## src/rtl/tm_argmax_sequencer_if.sv

```systemverilog
// Single-beat AXI-Stream result channel used by tm_argmax_sequencer.
interface tm_argmax_sequencer_if #(
    parameter int unsigned TDATA_WIDTH = 64
) ();
    logic                   tvalid;
    logic                   tready;
    logic [TDATA_WIDTH-1:0] tdata;
    logic                   tlast;

    modport master (output tvalid, output tdata, output tlast, input tready);
    modport slave  (input tvalid, input tdata, input tlast, output tready);
endinterface

```

## src/rtl/tm_argmax_sequencer.sv

```systemverilog
// Time-multiplexed argmax over Tsetlin Machine class sums: one signed compare
// per cycle, result index delivered as a single AXI-Stream beat.
module tm_argmax_sequencer #(
    parameter int unsigned CLASS_NUM              = 10,
    parameter int unsigned WEIGHT_LENGTH          = 14,
    parameter int unsigned C_M00_AXIS_TDATA_WIDTH = 64,
    parameter int unsigned INDEX_LENGTH           = (CLASS_NUM > 1) ? $clog2(CLASS_NUM) : 1,
    parameter int unsigned DROP_CNT_WIDTH         = 8
) (
    input  logic                            clk,
    input  logic                            rst,
    input  logic signed [WEIGHT_LENGTH-1:0] c_sum [CLASS_NUM-1:0],
    input  logic                            its_business_time,
    tm_argmax_sequencer_if.master           m00_axis,
    output logic signed [WEIGHT_LENGTH-1:0] max_sum,
    output logic                            busy,
    output logic [DROP_CNT_WIDTH-1:0]       drop_cnt
);

    typedef enum logic [1:0] {IDLE, SCAN, OUT} state_t;

    localparam logic [INDEX_LENGTH-1:0] LAST_IDX = INDEX_LENGTH'(CLASS_NUM - 1);

    state_t                            state;
    logic                              prev;
    logic signed [WEIGHT_LENGTH-1:0]   sums_q [CLASS_NUM-1:0];
    logic signed [WEIGHT_LENGTH-1:0]   best;
    logic [INDEX_LENGTH-1:0]           best_idx;
    logic [INDEX_LENGTH-1:0]           ptr;
    logic                              tvalid_q;
    logic [C_M00_AXIS_TDATA_WIDTH-1:0] tdata_q;

    logic                              trig;
    logic signed [WEIGHT_LENGTH-1:0]   scan_best;
    logic [INDEX_LENGTH-1:0]           scan_idx;

    assign trig            = its_business_time & ~prev;
    assign m00_axis.tvalid = tvalid_q;
    assign m00_axis.tlast  = tvalid_q;
    assign m00_axis.tdata  = tdata_q;

    // Strict greater-than keeps the earlier index on ties.
    always_comb begin
        scan_best = best;
        scan_idx  = best_idx;
        if (sums_q[ptr] > best) begin
            scan_best = sums_q[ptr];
            scan_idx  = ptr;
        end
    end

    always_ff @(posedge clk or posedge rst) begin
        if (rst) begin
            state    <= IDLE;
            prev     <= 1'b0;
            sums_q   <= '{default: '0};
            best     <= '0;
            best_idx <= '0;
            ptr      <= '0;
            tvalid_q <= 1'b0;
            tdata_q  <= '0;
            max_sum  <= '0;
            busy     <= 1'b0;
            drop_cnt <= '0;
        end else begin
            prev <= its_business_time;

            if (trig && state != IDLE && drop_cnt != '1)
                drop_cnt <= drop_cnt + 1'b1;

            case (state)
                IDLE: begin
                    if (trig) begin
                        sums_q   <= c_sum;
                        best     <= c_sum[0];
                        best_idx <= '0;
                        ptr      <= INDEX_LENGTH'(1);
                        busy     <= 1'b1;
                        if (CLASS_NUM > 1) begin
                            state <= SCAN;
                        end else begin
                            state    <= OUT;
                            tvalid_q <= 1'b1;
                            tdata_q  <= '0;
                            max_sum  <= c_sum[0];
                        end
                    end
                end
                SCAN: begin
                    best     <= scan_best;
                    best_idx <= scan_idx;
                    ptr      <= ptr + 1'b1;
                    if (ptr == LAST_IDX) begin
                        state    <= OUT;
                        tvalid_q <= 1'b1;
                        tdata_q  <= C_M00_AXIS_TDATA_WIDTH'(scan_idx);
                        max_sum  <= scan_best;
                    end
                end
                OUT: begin
                    if (m00_axis.tready) begin
                        state    <= IDLE;
                        tvalid_q <= 1'b0;
                        busy     <= 1'b0;
                    end
                end
                default: state <= IDLE;
            endcase
        end
    end

endmodule

```

## src/flat_wrapper.sv

```systemverilog
// flat-port wrapper written by rule: the top's interface ports become plain ports
module tm_argmax_sequencer_flat 
#(
    parameter int unsigned CLASS_NUM              = 10,
    parameter int unsigned WEIGHT_LENGTH          = 14,
    parameter int unsigned C_M00_AXIS_TDATA_WIDTH = 64,
    parameter int unsigned INDEX_LENGTH           = (CLASS_NUM > 1) ? $clog2(CLASS_NUM) : 1,
    parameter int unsigned DROP_CNT_WIDTH         = 8
)
  (clk, rst, c_sum, its_business_time, max_sum, busy, drop_cnt, m00_axis_tvalid, m00_axis_tdata, m00_axis_tlast, m00_axis_tready);
  tm_argmax_sequencer_if #(.TDATA_WIDTH(64)) m00_axis_i ();
  input  logic clk;
  input  logic rst;
  input  logic signed [WEIGHT_LENGTH-1:0] c_sum[CLASS_NUM-1:0];
  input  logic its_business_time;
  output logic signed [WEIGHT_LENGTH-1:0] max_sum;
  output logic busy;
  output logic [DROP_CNT_WIDTH-1:0] drop_cnt;
  output wire logic [$bits(m00_axis_i.tvalid)-1:0] m00_axis_tvalid;
  output wire logic [$bits(m00_axis_i.tdata)-1:0] m00_axis_tdata;
  output wire logic [$bits(m00_axis_i.tlast)-1:0] m00_axis_tlast;
  input wire logic [$bits(m00_axis_i.tready)-1:0] m00_axis_tready;
  assign m00_axis_tvalid = m00_axis_i.tvalid;
  assign m00_axis_tdata = m00_axis_i.tdata;
  assign m00_axis_tlast = m00_axis_i.tlast;
  assign m00_axis_i.tready = m00_axis_tready;
  tm_argmax_sequencer #(.CLASS_NUM(CLASS_NUM), .WEIGHT_LENGTH(WEIGHT_LENGTH), .C_M00_AXIS_TDATA_WIDTH(C_M00_AXIS_TDATA_WIDTH), .INDEX_LENGTH(INDEX_LENGTH), .DROP_CNT_WIDTH(DROP_CNT_WIDTH)) u_core (.clk(clk), .rst(rst), .c_sum(c_sum), .its_business_time(its_business_time), .m00_axis(m00_axis_i), .max_sum(max_sum), .busy(busy), .drop_cnt(drop_cnt));
endmodule
```

## config.mk

```make
export PLATFORM = sky130hd
export DESIGN_NAME = tm_argmax_sequencer_flat
export DESIGN_NICKNAME = d
export VERILOG_FILES = /design/src/rtl/tm_argmax_sequencer_if.sv /design/src/rtl/tm_argmax_sequencer.sv /design/src/flat_wrapper.sv
export SDC_FILE = /design/constraint.sdc
export NUM_CORES = 1
export LEC_CHECK = 0
export ABC_AREA = 1
export CAP_MARGIN = 40
export CORE_MARGIN = 5
export CORE_UTILIZATION = 50
export DETAILED_ROUTE_END_ITERATION = 12
export PLACE_DENSITY = 0.9
export SKIP_LAST_GASP = 1
export SYNTH_ARGS = -nofsm -noshare
export SYNTH_HDL_FRONTEND = slang
export SYNTH_SLANG_ARGS = --single-unit
```

## constraint.sdc

```tcl
create_clock -name clk -period 10.3 [get_ports clk]
set_input_delay 2.575 -clock clk [delete_from_list [all_inputs] [get_ports clk]]
set_output_delay 2.575 -clock clk [all_outputs]
set_load 0.005 [all_outputs]
```

; ---- After elaboration in Yosys (flattened, before gate mapping)
; Index checks and enable logic that the tools add are counted.
[op_classes]
bitwise_logic = 2
n_eq_ne = 7
magnitude_cmp = 2
n_reduce_logical = 13
muxes = 19
add_sub_neg = 2
[ops]
columns = op, count
row1 = binary-select mux 14 bit (select 4 bit), 1
row2 = two-way mux 14 bit, 3
row3 = one-hot mux 14 bit (2 select lines), 1
row4 = one-hot mux 4 bit (2 select lines), 2
row5 = > comparator 14 bit, 1
row6 = two-way mux 4 bit, 3
row7 = AND reduction 3 bit, 3
row8 = adder 8 x 1 -> 8 bit (second input constant), 1
row9 = inequality test 8 bit (second input constant), 1
row10 = nonzero test 2 bit, 4
row11 = two-way mux 2 bit, 3
row12 = one-hot mux 2 bit (3 select lines), 1
row13 = AND reduction 2 bit, 3
row14 = less-than comparator 4 x 5 -> 1 bit (second input constant), 1
row15 = adder 4 x 1 -> 4 bit (second input constant), 1
row16 = equality test 4 bit (second input constant), 1
row17 = inequality test 2 x 1 -> 1 bit (second input constant), 2
row18 = one-hot mux 1 bit (2 select lines), 2
row19 = two-way mux 1 bit, 3
row20 = equality test 2 x 1 -> 1 bit (second input constant), 1
row21 = equality test 2 bit (second input constant), 1
row22 = logical AND 1 bit, 2
row23 = logical NOT 2 bit, 1
row24 = inequality test 2 bit (second input constant), 1
row25 = other kinds (2), 2
[totals]
reg_bits = 193
elab_cells = 65

; ---- Logic depth before layout (Yosys ltp)
[depth]
word_depth = 5
depth_mapped = 23
mapped_depth_nobuf = 20

; ---- Least setup slack after synthesis
; OpenSTA, ideal clock, no wires.
[synth_path]
path_type = in2reg
start = in its_business_time
end = reg u_core.best[0]
path_stages = 10
setup_ns = 0.065
t_arrival_ns = 3.617
required_ns = 10.235
path_buffers = 1
path_slack_ns = 6.618
cell_sequence = inv_1 -> nor2_1 -> nand2_1 -> inv_1 -> nor2_2 -> clkinv_1 -> clkbuf_1 -> o22ai_1 -> inv_1 -> nand2_1
[synth_between]
elab_chain_cells = 3
[synth_rtl]
columns = item, line
row1 = "start, declared", flat_wrapper.sv:15  ; input logic its_business_time;
row2 = AND 1 bit, tm_argmax_sequencer.sv:37  ; assign trig = its_business_time & ~prev;
row3 = inequality test 2 x 1 -> 1 bit (no source line), --
row4 = AND reduction 2 bit (no source line), --
row5 = "end signal, assigned", tm_argmax_sequencer.sv:75  ; best <= c_sum[0];
row6 = "end signal, assigned", tm_argmax_sequencer.sv:90  ; best <= scan_best;
row7 = "end, declared", tm_argmax_sequencer.sv:27  ; logic signed [WEIGHT_LENGTH-1:0] best;
; Every way passes these cells.
; A chain may end at the register's enable or synchronous reset.

; ---- Worst setup path after layout
[layout_path]
start = in its_business_time
end = reg u_core.sums_q[47] (netlist bit)
[layout_between]
elab_chain_cells = 2
[layout_rtl]
columns = item, line
row1 = AND 1 bit, tm_argmax_sequencer.sv:37
row2 = AND reduction 2 bit (no source line), --
row3 = "end signal, assigned", tm_argmax_sequencer.sv:74  ; sums_q <= c_sum;
row4 = "end, declared", tm_argmax_sequencer.sv:26  ; logic signed [WEIGHT_LENGTH-1:0] sums_q [CLASS_NUM-1:0];
; Every way passes these cells.

==> results.sh <==
export IMPL_synth_most_common_cell="nand2_1"
export IMPL_n_antenna_cell=0
export IMPL_ys_ff_latch=193
export IMPL_fin_worst_skew_ns=0.00718
export IMPL_slowest_delay_ns=0.84
export IMPL_power_total_mw=4.06
export IMPL_finalHoldViolations=0
export IMPL_netlist_instances=1371
export IMPL_min_path_cells=2
export IMPL_rsz0062_at_grt="false"
export IMPL_boundaryPins=233
export IMPL_wl_um=27000
export IMPL_whs_endpoint="u_core.best_idx[0]$_DFFE_PP0P_"
export IMPL_die_area_um2=23200
export IMPL_synth_fa_ha_area_frac=0.0210
export IMPL_r2r_slack_ns=6.46
export IMPL_fin_util=0.619
export IMPL_detail_route_iter0_violations=842
export IMPL_clkSinkCount=193
export IMPL_synth_cell_types=31
export IMPL_path_clk_slew_ns=0.06
export IMPL_whs_ns=0.480
export IMPL_slew_headroom=0.384
export IMPL_tightest_slew_ns=0.923
export IMPL_synth_top_family_by_area="simple AND/OR/NAND/NOR gates"
export IMPL_crit_top_cell="buf_4"
export IMPL_hold_path_class="reg -> reg"
export IMPL_crit_chain="clkdlybuf4s50_1 > inv_1 > nor2_1 > nand2_2 > buf_4 > buf_16 > inv_4 > buf_4 > o21ai_0"
export IMPL_worstSetupPathType="in -> reg"
export IMPL_worstPathRequired_ns=10.56
export IMPL_ys_warn_count=0
export IMPL_postCtsSetupRepairBufs=0
export IMPL_synth_mux_area_frac=0
export IMPL_synth_edff_count=0
export IMPL_path_delay_family="buffers and inverters"
export IMPL_drive_gt1_frac=0.0442
export IMPL_port_buffers=172
export IMPL_synthTopCellsByCount="nand2_1 (544), dfrtp_1 (193), inv_1 (153)"
export IMPL_setup_tns_final_ns=0
export IMPL_synth_area_um2=10100
export IMPL_core_area_um2=20100
export IMPL_die_h_um=152
export IMPL_crit_arrival_ns=5.45
export IMPL_leakagePower_nw=6.38
export IMPL_synthSimpleGateAreaFrac=0.303
export IMPL_status="finished clean"
export IMPL_place_area_um2=11800
export IMPL_finalWorstSetupSlack_ns=5.12
export IMPL_cts_hold_buf=0
export IMPL_cts_tree="done"
export IMPL_start_util=0.504
export IMPL_cap_violations=0
export IMPL_critPathMaxFanout=112
export IMPL_rows=52
export IMPL_worstHoldStart="u_core.best_idx[0]$_DFFE_PP0P_"
export IMPL_cp_end_kind="flop"
export IMPL_routedWlPerCell_um=15.1
export IMPL_die_w_um=152
export IMPL_grt_start_max_net_pins=113
export IMPL_antenna_left=0
export IMPL_syn_area_per_cell_um2=7.39
export IMPL_worstReg2RegEnd="u_core.max_sum[4]$_DFFE_PP0P_"
export IMPL_final_cell_count_no_fill=1786
export IMPL_cts_root_buf="clkbuf_16"
export IMPL_timing_rr_start="u_core.ptr[2]$_DFFE_PP0P_"
export IMPL_cts_max_path_buffers=2
export IMPL_numCtsBuffers=17
export IMPL_slowest_stage="buf_4"
export IMPL_hpwl_um=19000
export IMPL_fmax_ghz=0.193
export IMPL_r2r_cells=14
export IMPL_drt_pass1_iterations=5
export IMPL_cts_resized=0
export IMPL_via_per_inst=5.01
export IMPL_grt_pass1_wl_um=43800
export IMPL_htreeDepth=4
export IMPL_maxSlewViolCount=0
export IMPL_place_congestion=0.925
export IMPL_dp_slack_ns=4.69
export IMPL_ys_seq_area_frac=0.476
export IMPL_crit_buf_inv=6
export IMPL_vias=8939
export IMPL_synth_xor_area_frac=0.00605
export IMPL_synth_compound_area_frac=0.0594
export IMPL_finalCriticalPeriod_ns=5.18
export IMPL_yosys_area_top_type="dfrtp_1"
export IMPL_grt_pass1_vias=8844
export IMPL_numPlacedInstances=1754
export IMPL_irDropWorstVdd_mv=0.221
export IMPL_pwr_density_cell_nw_per_um2=326
export IMPL_grt_antenna_before_repair=0
export IMPL_finalCritPeriodShare=0.503
export IMPL_nNetsFinal=1664
export IMPL_final_area_um2=12400
export IMPL_async_flop_share=1.00
export IMPL_setup_violations=0
export IMPL_grt_total_usage=0.231
export IMPL_worst_setup_path_start_kind="input port"
export IMPL_ys_flop_type="dfrtp_1"
export IMPL_drcViolationCount=0
export IMPL_area_growth_pct=22.8
export IMPL_overflow=0
export IMPL_clkLatencyLatePin_ns=0.43
export IMPL_yosys_top_cells_area="dfrtp_1 (48%), nand2_1 (20%), nand3_1 (6.5%)"
export IMPL_synth_top_cell_area_share=0.476
## layer usage
metal	share of wire	vias up	GRT usage
met5	0	-	0
met4	0.028	0	0.0860
met3	0.074	57	0.0486
met2	0.49	394	0.390
met1	0.41	4137	0.294
li1	-	4351	-
## flip-flops by register name, summed over array words and instances (netlist names)
| signal | count |
|---|---|
| u_core.busy | 1 |
| u_core.best_idx | 4 |
| u_core.m00_axis.tlast | 1 |
| u_core.sums_q | 140 |
| u_core.ptr | 4 |
| u_core.prev | 1 |
| u_core.state | 2 |
| u_core.best | 14 |
| u_core.drop_cnt | 8 |
| u_core.m00_axis.tdata | 4 |
| u_core.max_sum | 14 |
## power breakdown
group | switching (mW) | internal (mW) | total, mW
registers | 0.164 | 1.12 | 1.28
logic | 1.34 | 0.725 | 2.07
clock network | 0.291 | 0.420 | 0.711
total | 1.80 | 2.26 | 4.06
## worst max-delay path by stage
stage | start | endpoint | slack, ns | cells past startpoint
2_1_floorplan | rst | u_core.best[0]$_DFFE_PP0P_ | 2.47 | 1
3_3_place_gp | its_business_time | u_core.best[13]$_DFFE_PP0P_ | 4.55 | 11
3_5_place_dp | its_business_time | u_core.sums_q[19]$_DFFE_PP0P_ | 4.69 | 9
4_1_cts | its_business_time | u_core.sums_q[29]$_DFFE_PP0P_ | 5.14 | 9
5_1_grt | its_business_time | u_core.sums_q[19]$_DFFE_PP0P_ | 4.84 | 9
6_report | its_business_time | u_core.sums_q[47]$_DFFE_PP0P_ | 5.12 | 9
## cell usage in the layout, fill, tap and decap left out, types with 3 or more instances in the layout
cell	synthesis	layout
nand2_1	544	543
dfrtp_1	193	192
clkdlybuf4s50_1	0	172
inv_1	153	151
nand3_1	132	132
o21ai_0	95	95
conb_1	1	60
nor2_1	52	52
ha_1	17	17
clkbuf_16	0	17
o22ai_1	15	15
nand2_2	10	11
buf_4	62	8
xnor2_1	5	5
a21oi_1	4	4
bufinv_16	0	4
clkinvlp_4	0	4
nor2_2	3	3
inv_2	3	3
clkinv_1	3	3
buf_16	0	3
## layout make-up
type                            instances  area (um2)
Fill cell                            1697        7660
Sequential cell                       193        4830
Multi-Input combinational cell        949        4170
Timing Repair Buffer                  183        1860
Inverter                              159         607
Clock buffer                           20         457
Tap cell                              270         338
Clock inverter                         12         178
## cells by family after synthesis
family / Yosys count
xor+xnor: 7
other cells: 1
compound gates: 116
buf+inv: 288
fa+ha+maj: 17
flops: 193
simple gates: 749
## worst reg2reg max path, cell delays in order, from the launching register on
cell and delay (ns):
dfrtp_1 0.82, clkinv_1 0.75, nand3_1 0.35, nand3_1 0.12, nand2_1 0.11, ha_1 0.16, nand2_1 0.08, nor2_2 0.12
inv_2 0.06, nor2_4 0.15, nand4_4 0.30, nand3_4 0.40, nand2_1 0.14, nand3_1 0.12, nand2_1 0.06
No activity file was read; power rests on OpenSTA's default activity.
